File: src/rtl/dec_syndrome_if.sv
// dec_syndrome_if: request/result bundle between the codeword source and the
// syndrome stage.
//   master: drives start, mode and DATA_IN. Receives busy, done, S, NOF,
//           Small, Medium and DATA_OUT.
//   slave : the syndrome stage itself (the opposite directions).
interface dec_syndrome_if #(
  parameter int AMBA_WORD = 32
);
  logic                 start;
  logic [1:0]           mode;
  logic [AMBA_WORD-1:0] DATA_IN;
  logic                 busy;
  logic                 done;
  logic [4:0]           S;
  logic [1:0]           NOF;
  logic                 Small;
  logic                 Medium;
  logic [AMBA_WORD-1:0] DATA_OUT;

  modport master (
    output start, mode, DATA_IN,
    input  busy, done, S, NOF, Small, Medium, DATA_OUT
  );

  modport slave (
    input  start, mode, DATA_IN,
    output busy, done, S, NOF, Small, Medium, DATA_OUT
  );
endinterface

File: src/rtl/dec_syndrome.sv
// dec_syndrome: SECDED syndrome generation ahead of the single-error
// correction stage. Each accepted codeword (8, 16 or 32 bits) is folded one
// byte per clock into a syndrome/overall-parity accumulator. S, NOF, Small,
// Medium and the masked codeword are then published together with a done
// pulse, and they hold until the next done.
// Ports:
//   clk  - rising-edge clock
//   rst  - synchronous active-high reset
//   bus  - dec_syndrome_if.slave: start/mode/DATA_IN request, busy/done
//          status, and the S/NOF/Small/Medium/DATA_OUT results
module dec_syndrome #(
  parameter int AMBA_WORD = 32
) (
  input  logic           clk,
  input  logic           rst,
  dec_syndrome_if.slave  bus
);

  localparam logic [0:0] IDLE = 1'b0;
  localparam logic [0:0] CALC = 1'b1;

  logic [0:0]           state;
  logic [1:0]           beat;
  logic [1:0]           mode_r;
  logic [AMBA_WORD-1:0] data_r;
  logic [4:0]           acc_s;
  logic                 acc_p;

  logic                 done_r;
  logic [4:0]           s_r;
  logic [1:0]           nof_r;
  logic                 small_r;
  logic                 medium_r;
  logic [AMBA_WORD-1:0] dout_r;

  logic [2:0]           m_w;
  logic [1:0]           last_beat;
  logic [4:0]           idx;
  logic [4:0]           fold_s;
  logic                 fold_p;

  // Keeps only the bits that belong to a codeword of the given size.
  function automatic logic [AMBA_WORD-1:0] size_mask(input logic [1:0] md);
    logic [AMBA_WORD-1:0] mk;
    case (md)
      2'b00:   mk = AMBA_WORD'(32'h0000_00FF);
      2'b01:   mk = AMBA_WORD'(32'h0000_FFFF);
      default: mk = '1;
    endcase
    return mk;
  endfunction

  // Parity-check column for bit position idx in a code with m syndrome bits.
  // Data columns are the values with two or more ones, in ascending order.
  // That sequence does not depend on m, so one scan serves all three sizes.
  function automatic logic [4:0] col_h(input logic [2:0] m, input logic [4:0] pos);
    logic [4:0] h;
    int         k;
    int         cnt;
    h   = '0;
    k   = 0;
    cnt = 0;
    if ({2'b00, m} > pos) begin
      h = 5'd1 << pos;
    end else if ({2'b00, m} < pos) begin
      k = int'(pos) - int'(m) - 1;
      for (int v = 3; v < 32; v++) begin
        if ($countones(5'(v)) >= 2) begin
          if (cnt == k) h = 5'(v);
          cnt++;
        end
      end
    end
    return h;
  endfunction

  // A set overall-parity bit marks a single error, even when the syndrome is
  // zero: in that case the flipped bit is the parity bit itself.
  function automatic logic [1:0] nof_of(input logic [4:0] s, input logic p);
    logic [1:0] n;
    if (p)              n = 2'b01;
    else if (s != 5'd0) n = 2'b10;
    else                n = 2'b00;
    return n;
  endfunction

  always_comb begin
    case (mode_r)
      2'b00:   begin m_w = 3'd3; last_beat = 2'd0; end
      2'b01:   begin m_w = 3'd4; last_beat = 2'd1; end
      default: begin m_w = 3'd5; last_beat = 2'd3; end
    endcase
  end

  // Fold the current byte into the running syndrome and parity. Bits above
  // the codeword width were cleared at capture, so their columns never
  // contribute.
  always_comb begin
    idx    = '0;
    fold_s = acc_s;
    fold_p = acc_p;
    for (int j = 0; j < 8; j++) begin
      idx = {beat, 3'(j)};
      if (data_r[idx]) begin
        fold_s = fold_s ^ col_h(m_w, idx);
        fold_p = ~fold_p;
      end
    end
  end

  always_ff @(posedge clk) begin
    if (rst) begin
      state    <= IDLE;
      beat     <= '0;
      mode_r   <= '0;
      data_r   <= '0;
      acc_s    <= '0;
      acc_p    <= 1'b0;
      done_r   <= 1'b0;
      s_r      <= '0;
      nof_r    <= '0;
      small_r  <= 1'b0;
      medium_r <= 1'b0;
      dout_r   <= '0;
    end else begin
      done_r <= 1'b0;
      case (state)
        IDLE: begin
          if (bus.start) begin
            data_r <= bus.DATA_IN & size_mask(bus.mode);
            mode_r <= bus.mode;
            acc_s  <= '0;
            acc_p  <= 1'b0;
            beat   <= '0;
            state  <= CALC;
          end
        end
        CALC: begin
          if (beat == last_beat) begin
            s_r      <= fold_s;
            nof_r    <= nof_of(fold_s, fold_p);
            small_r  <= (mode_r == 2'b00);
            medium_r <= (mode_r == 2'b01);
            dout_r   <= data_r;
            done_r   <= 1'b1;
            beat     <= '0;
            state    <= IDLE;
          end else begin
            acc_s <= fold_s;
            acc_p <= fold_p;
            beat  <= beat + 2'd1;
          end
        end
        default: state <= IDLE;
      endcase
    end
  end

  assign bus.busy     = (state == CALC);
  assign bus.done     = done_r;
  assign bus.S        = s_r;
  assign bus.NOF      = nof_r;
  assign bus.Small    = small_r;
  assign bus.Medium   = medium_r;
  assign bus.DATA_OUT = dout_r;

endmodule

File: src/flat_wrapper.sv
// flat-port wrapper written by rule: the top's interface ports become plain ports
module dec_syndrome_flat 
#(
  parameter int AMBA_WORD = 32
)
  (clk, rst, bus_start, bus_mode, bus_DATA_IN, bus_busy, bus_done, bus_S, bus_NOF, bus_Small, bus_Medium, bus_DATA_OUT);
  dec_syndrome_if #(.AMBA_WORD(AMBA_WORD)) bus_i ();
  input  logic clk;
  input  logic rst;
  input wire logic [$bits(bus_i.start)-1:0] bus_start;
  input wire logic [$bits(bus_i.mode)-1:0] bus_mode;
  input wire logic [$bits(bus_i.DATA_IN)-1:0] bus_DATA_IN;
  output wire logic [$bits(bus_i.busy)-1:0] bus_busy;
  output wire logic [$bits(bus_i.done)-1:0] bus_done;
  output wire logic [$bits(bus_i.S)-1:0] bus_S;
  output wire logic [$bits(bus_i.NOF)-1:0] bus_NOF;
  output wire logic [$bits(bus_i.Small)-1:0] bus_Small;
  output wire logic [$bits(bus_i.Medium)-1:0] bus_Medium;
  output wire logic [$bits(bus_i.DATA_OUT)-1:0] bus_DATA_OUT;
  assign bus_i.start = bus_start;
  assign bus_i.mode = bus_mode;
  assign bus_i.DATA_IN = bus_DATA_IN;
  assign bus_busy = bus_i.busy;
  assign bus_done = bus_i.done;
  assign bus_S = bus_i.S;
  assign bus_NOF = bus_i.NOF;
  assign bus_Small = bus_i.Small;
  assign bus_Medium = bus_i.Medium;
  assign bus_DATA_OUT = bus_i.DATA_OUT;
  dec_syndrome #(.AMBA_WORD(AMBA_WORD)) u_core (.clk(clk), .rst(rst), .bus(bus_i));
endmodule
File: config.mk
export PLATFORM = sky130hd
export DESIGN_NAME = dec_syndrome_flat
export DESIGN_NICKNAME = d
export VERILOG_FILES = /design/src/rtl/dec_syndrome_if.sv /design/src/rtl/dec_syndrome.sv /design/src/flat_wrapper.sv
export SDC_FILE = /design/constraint.sdc
export NUM_CORES = 1
export LEC_CHECK = 0
export CORE_AREA = 4 4 218 114
export CTS_BUF_LIST = sky130_fd_sc_hd__clkbuf_4 sky130_fd_sc_hd__clkbuf_8 sky130_fd_sc_hd__clkbuf_16
export DETAILED_ROUTE_END_ITERATION = 7
export DIE_AREA = 0 0 222 118
export HOLD_SLACK_MARGIN = 0.03
export MAX_ROUTING_LAYER = met4
export PLACE_DENSITY = 0.54
export SYNTH_ARGS = -nofsm -noshare
export SYNTH_HDL_FRONTEND = slang
export SYNTH_SLANG_ARGS = --single-unit
export TNS_END_PERCENT = 10
File: constraint.sdc
create_clock -name clk -period 4.63 [get_ports clk]
set_input_delay 1.1575 -clock clk [delete_from_list [all_inputs] [get_ports clk]]
set_output_delay 1.1575 -clock clk [all_outputs]
set_load 0.01 [all_outputs]
# Word level (Yosys, flattened, before mapping)
# Cells that the tools add are included.
[totals]
elab_cells = 1376
register_bits = 85
inputBits = 37
[classes]
n_eq_ne = 205
n_mux = 885
n_reduce_logical = 15
addsub = 209
shifts = 8
order_cmp = 24
n_bitwise = 18
[op_table]
columns = ["op", "count"]
rows = [
  ["32-bit 2-to-1 mux", 603],
  ["32-bit equality test", 200],
  ["32-bit by 2-bit adder with 32-bit output (second input constant)", 192],
  ["5-bit 2-to-1 mux", 154],
  ["32-bit logical NOT", 8],
  ["32-bit by 2-bit subtractor with 32-bit output (second input constant)", 8],
  ["4-bit 2-to-1 mux", 56],
  ["3-bit 2-to-1 mux", 24],
  ["32-bit case mux with 2 select lines", 1],
  ["5-bit by 6-bit < comparator with 1-bit output (second input constant)", 8],
  ["5-bit by 3-bit subtractor with 6-bit output", 8],
  ["3-bit by 5-bit > comparator with 1-bit output", 8],
  ["3-bit by 5-bit < comparator with 1-bit output", 8],
  ["1-bit by 5-bit << shifter with 5-bit output (first input constant)", 8],
  ["5-bit bitwise XOR", 8],
  ["32-bit bitwise AND", 1],
  ["2-bit 2-to-1 mux", 12],
  ["1-bit 2-to-1 mux", 21],
  ["1-bit binary-select mux with 2-bit select", 8],
  ["5-bit case mux with 2 select lines", 1],
  ["1-bit NOT", 9],
  ["2-bit case mux with 2 select lines", 2],
  ["3-bit case mux with 2 select lines", 1],
  ["2-bit AND reduction", 3],
  ["8 further kinds", 12],
]

# Longest topological paths before layout
[logic_depth]
ltp_word = 126
mapped_depth = 25
mapped_depth_nobuf = 19

# Worst setup path before layout
# No wires, ideal clock.
[synth_path]
path_type = "register -> register"
from = "register u_core.mode_r[1]"
to = "register u_core.nof_r[1], in the netlist u_core.bus.NOF[1]"
path_stages_with_launch = 24
synth_period_minus_slack_ps = 5060
required_ps = 4506
arrival_ps = 4935
slack_ps = -430
cell_sequence = "dfxtp_1 -> buf_4 -> buf_4 -> buf_2 -> clkbuf_1 -> or2_2 -> ha_1 -> buf_2 -> buf_4 -> buf_2 -> clkbuf_1 -> o41ai_1 -> ha_1 -> nor4b_1 -> nand4b_1 -> o311a_1 -> o22ai_1 -> o22ai_1 -> and3_1 -> xnor3_1 -> xnor2_1 -> xnor2_1 -> nor4_2 -> o41ai_2"
[synth_via]
elab_chain_cells = 53
word_cells_on_any_way = 497
classes_between = "add/sub (16); order compare (16); eq/ne (202); mux (244); bitwise (8); reduce/logical (11)"
[synth_lines]
columns = ["item", "line", "text"]
rows = [
  ["start, declared", "dec_syndrome.sv:24", "logic [1:0] mode_r;"],
  ["start signal, assigned", "dec_syndrome.sv:131", "mode_r <= bus.mode;"],
  ["2-bit by 1-bit equality test with 1-bit output / 2-bit logical NOT (equally long branches)", "dec_syndrome.sv:88", "case (mode_r)"],
  ["3-bit case mux with 2 select lines", "dec_syndrome.sv:88", ""],
  ["5-bit by 3-bit subtractor with 6-bit output", "dec_syndrome.sv:66", "k = int'(pos) - int'(m) - 1;"],
  ["32-bit by 2-bit subtractor with 32-bit output", "dec_syndrome.sv:66", ""],
  ["32-bit logical NOT", "dec_syndrome.sv:69", "if (cnt == k) h = 5'(v);"],
  ["2-bit 2-to-1 mux", "dec_syndrome.sv:69", ""],
  ["3-bit 2-to-1 mux (3 in series)", "dec_syndrome.sv:69", ""],
  ["4-bit 2-to-1 mux (7 in series)", "dec_syndrome.sv:69", ""],
  ["[... 29 more ...]", "-", ""],
  ["5-bit 2-to-1 mux", "dec_syndrome.sv:104", "if (data_r[idx]) begin"],
  ["5-bit bitwise XOR", "dec_syndrome.sv:105", "fold_s = fold_s ^ col_h(m_w, idx);"],
  ["5-bit 2-to-1 mux", "dec_syndrome.sv:104", ""],
  ["5-bit bitwise XOR", "dec_syndrome.sv:105", ""],
  ["5-bit 2-to-1 mux", "dec_syndrome.sv:104", ""],
  ["5-bit nonzero test", "dec_syndrome.sv:82", "else if (s != 5'd0) n = 2'b10;"],
  ["2-bit 2-to-1 mux", "dec_syndrome.sv:82", ""],
  ["2-bit 2-to-1 mux", "dec_syndrome.sv:81", "if (p) n = 2'b01;"],
  ["end signal, assigned", "dec_syndrome.sv:141", "nof_r <= nof_of(fold_s, fold_p);"],
  ["end, declared", "dec_syndrome.sv:31", "logic [1:0] nof_r;"],
]
# Parallel ways exist; a longest one is shown, timed or not. The select of a mux whose other input is x is not followed.
# A chain may end at the register's enable or synchronous reset.

# Final worst setup path
[layout_path]
from = "register u_core.mode_r[0]"
to = "register u_core.nof_r[1], in the netlist u_core.bus.NOF[1]"
# The elaborated chain is that of the path after synthesis.

==> impl_metrics.env <==
export IMPL_drt_iter0_drc=992
export IMPL_hold_viol=0
export IMPL_cts_hold_fix_buffers=0
export IMPL_grt_util_met1=0.365
export IMPL_io_buffers=79
export IMPL_end_kind="flop"
export IMPL_tightest_slew_ns=1.13
export IMPL_die_h_um=118
export IMPL_area_growth_pct=21.3
export IMPL_root_buffer="clkbuf_16"
export IMPL_status="completed"
export IMPL_synth_seq_cells=85
export IMPL_final_setup_tns_ns=0
export IMPL_wl_per_cell_um=23.2
export IMPL_synthAdderAreaFrac=0.0568
export IMPL_yosys_warnings=0
export IMPL_p_per_area_nw_per_um2=283
export IMPL_grt_busiest_layer="met2"
export IMPL_vias_per_cell=6.01
export IMPL_synth_edf_count=0
export IMPL_path_clk_slew_ns=0.06
export IMPL_postRouteAntennaNets=0
export IMPL_yosys_area_share_xor_xnor=0.0742
export IMPL_die_w_um=222
export IMPL_period_minus_slack_ns=4.39
export IMPL_die_area_um2=26200
export IMPL_core_area_um2=22600
export IMPL_cts_max_level=3
export IMPL_final_core_util=0.423
export IMPL_grt_ovfl_total=0
export IMPL_hold_class="flop to flop"
export IMPL_synth_compound_area_frac=0.288
export IMPL_vias=8922
export IMPL_grt_pass1_wl_um=52400
export IMPL_synth_simple_gate_area_share=0.261
export IMPL_max_slew_margin=0.240
export IMPL_synth_top_family_by_area="compound AO/OA/AOI/OAI gates"
export IMPL_maxCapViolations=0
export IMPL_switching_share=0.376
export IMPL_power_frac_clock=0.299
export IMPL_synthTopCellsByArea="dfxtp_1 22%, a21oi_1 8.8%, nand2_1 8.7%"
export IMPL_place_hpwl_um=24600
export IMPL_synth_async_reset_ratio=0
export IMPL_crit_fanout=9
export IMPL_start_kind="flop"
export IMPL_peakVddDrop_uv=193
export IMPL_yosysUniqueCellTypes=86
export IMPL_cts_buffers=9
export IMPL_comb_power_share=0.410
export IMPL_synth_area_um2=7890
export IMPL_synthMuxAreaShare=0.0330
export IMPL_synth_top_area_frac=0.216
export IMPL_arrival_ns=4.57
export IMPL_grt_max_degree=55
export IMPL_switching_power_uw=1020
export IMPL_fin_crit_sh=0.948
export IMPL_p_leak_uw=0.00328
export IMPL_clock_sinks=85
export IMPL_place_gp_congestion=0.997
export IMPL_seqPwrFrac=0.290
export IMPL_syn_inst=1119
export IMPL_grt_util_all_layers=0.259
export IMPL_layout_drive_gt1_share=0.120
export IMPL_yosys_area_top_type="dfxtp_1"
export IMPL_grt_pass1_vias=8601
export IMPL_firstDrtPassIters=5
export IMPL_avgSynthCellArea_um2=7.05
export IMPL_ys_seq_area_frac=0.216
export IMPL_antenna_found_initial=1
export IMPL_cts_tree="built"
export IMPL_rsz0062_at_grt="no"
export IMPL_start_util=0.348
export IMPL_drv_slew=0
export IMPL_synth_flop_cell="dfxtp_1"
export IMPL_num_rows=39
export IMPL_critPathKind="flop to flop"
export IMPL_layout_nets=1245
export IMPL_syn_nets=1191
export IMPL_fin_skew_ns=0.00715
export IMPL_use_met3=0.0444
export IMPL_grt_util_met2=0.381
export IMPL_fill_cells=2410
export IMPL_p_int_uw=1690
export IMPL_crit_required_ns=4.81
export IMPL_drc=0
export IMPL_setup_violations=0
export IMPL_clock_latency_ns=0.33
export IMPL_cts_buffer_depth=2
export IMPL_routed_wl_um=34500
export IMPL_fmax_mhz=228
export IMPL_pin_count=80
[routing by layer]
layer | vias up | part of all wire
met1 | 4291 | 0.46
li1 | 4143 | -
met3 | 60 | 0.083
met2 | 428 | 0.43
met5 | - | 0
met4 | 0 | 0.022
[repair_timing]
item	in CTS	in global routing
buffers inserted	0	1
endpoints found under the hold margin	0	0
endpoints found under the setup margin	0	11
resized for setup	0	11
[cells by family after synthesis]
group                      Yosys count
AOI/OAI and AO/OA                  355
DFF                                 85
other                                1
and+or+nand+nor                    440
muxes                               16
buffers and inverters              128
xor gates and xnor gates            58
adders and majority gates           36
[through the flow]
step	setup WS (ns)	std cells	cell area, um^2	hold slack (ns)	power, uW
6_report	0.239	1485	9570	0.456	2710
3_5_place_dp	0.0752	1468	9170	0.447	1880
2_1_floorplan	0.0161	1119	7990	0.442	1520
5_1_grt	0.00520	1485	9570	0.472	2850
4_1_cts	0.0361	1483	9510	0.457	2690
3_3_place_gp	0.0452	1468	9170	0.445	1880
[cell type report]
type                       count  area, um^2  area share
tap                          307         384      0.0402
clock buffer                  11         258      0.0269
multi-input combinational    906        5720       0.598
clock inverter                 4        78.8     0.00824
timing repair buffer         153        1350       0.141
sequential                    85        1710       0.178
antenna                        1        2.50    0.000262
inverter                      18        71.3     0.00745
[path summary, 6_finish.rpt]
check	startpoint	endpoint	slack, ns	cells after the start
hold reg to reg	u_core.bus.DATA_OUT[21]	u_core.bus.DATA_OUT[21]	0.46	2
setup / recovery	u_core.mode_r[0]	u_core.bus.NOF[1]	0.24	19
hold / removal	u_core.bus.DATA_OUT[21]	u_core.bus.DATA_OUT[21]	0.46	2
setup reg to reg	u_core.mode_r[0]	u_core.bus.NOF[1]	0.24	19
[cells in the mapped netlist, types with 6 or more instances]
cell / count
a211oi_1: 8
a21oi_1: 139
a22oi_1: 28
a31oi_1: 17
and2_1: 6
and3_1: 7
buf_1: 6
buf_2: 31
buf_4: 10
clkbuf_1: 62
dfxtp_1: 85
ha_1: 35
inv_1: 13
mux2i_1: 8
mux4_2: 8
nand2_1: 182
nand2b_1: 24
nand3_1: 49
nand4_1: 9
nor2_1: 80
nor2b_1: 17
nor3_1: 19
nor4_1: 13
o211ai_1: 13
o21ai_0: 53
o21ai_1: 8
o221ai_1: 9
o22ai_1: 11
o41ai_1: 6
xnor2_1: 37
xor2_1: 15
[critical path, stage by stage, from the launching register on]
cell	delay, ns
dfxtp_1	0.35
or2_4	0.29
ha_2	0.24
nand2b_1	0.15
o221ai_4	0.13
or3_1	0.38
nand2b_1	0.16
ha_1	0.28
nor4b_2	0.21
nand4b_1	0.12
buf_4	0.18
o311a_1	0.30
o22ai_1	0.16
o22ai_1	0.10
and3_1	0.20
xnor3_1	0.19
xnor2_1	0.27
xnor2_1	0.17
nor4_2	0.27
o41ai_2	0.08
[sequential cells by signal, indices dropped and copies added, names as in the netlist]
name	cells
u_core.acc_p	1
u_core.acc_s	5
u_core.beat	2
u_core.bus.DATA_OUT	32
u_core.bus.Medium	1
u_core.bus.NOF	2
u_core.bus.S	5
u_core.bus.Small	1
u_core.bus.busy	1
u_core.bus.done	1
u_core.data_r	32
u_core.mode_r	2
[placed cells by master, fill, tap and decap left out, types with 5 or more instances in the layout]
cell	count
or3_1	5
a211oi_1	8
mux4_2	8
xor2_1	15
o41ai_1	5
nand2b_1	22
o221ai_1	9
clkdlybuf4s50_1	78
clkbuf_16	10
mux2i_1	8
nor3_1	18
a31oi_1	17
a22oi_1	28
nor2b_1	15
a21oi_1	139
inv_1	13
nor4_1	12
xnor2_1	37
ha_1	33
nand4_1	9
o211ai_1	13
o21ai_0	53
buf_4	73
o22ai_1	11
o21ai_1	8
nand3_1	47
nand2_1	182
dfxtp_1	83
and2_1	6
nor2_1	78
o31ai_1	5
and3_1	7
a211o_1	5
[power by group through the flow]
stage / registers [uW] / logic (uW) / clock network (uW)
floorplan: 801 / 715 / 0
detailed placement: 803 / 1070 / 0
CTS: 787 / 1080 / 829
global route: 791 / 1200 / 857
global placement: 802 / 1080 / 0
finish: 787 / 1110 / 812
No activity file was read; power rests on OpenSTA's default activity.
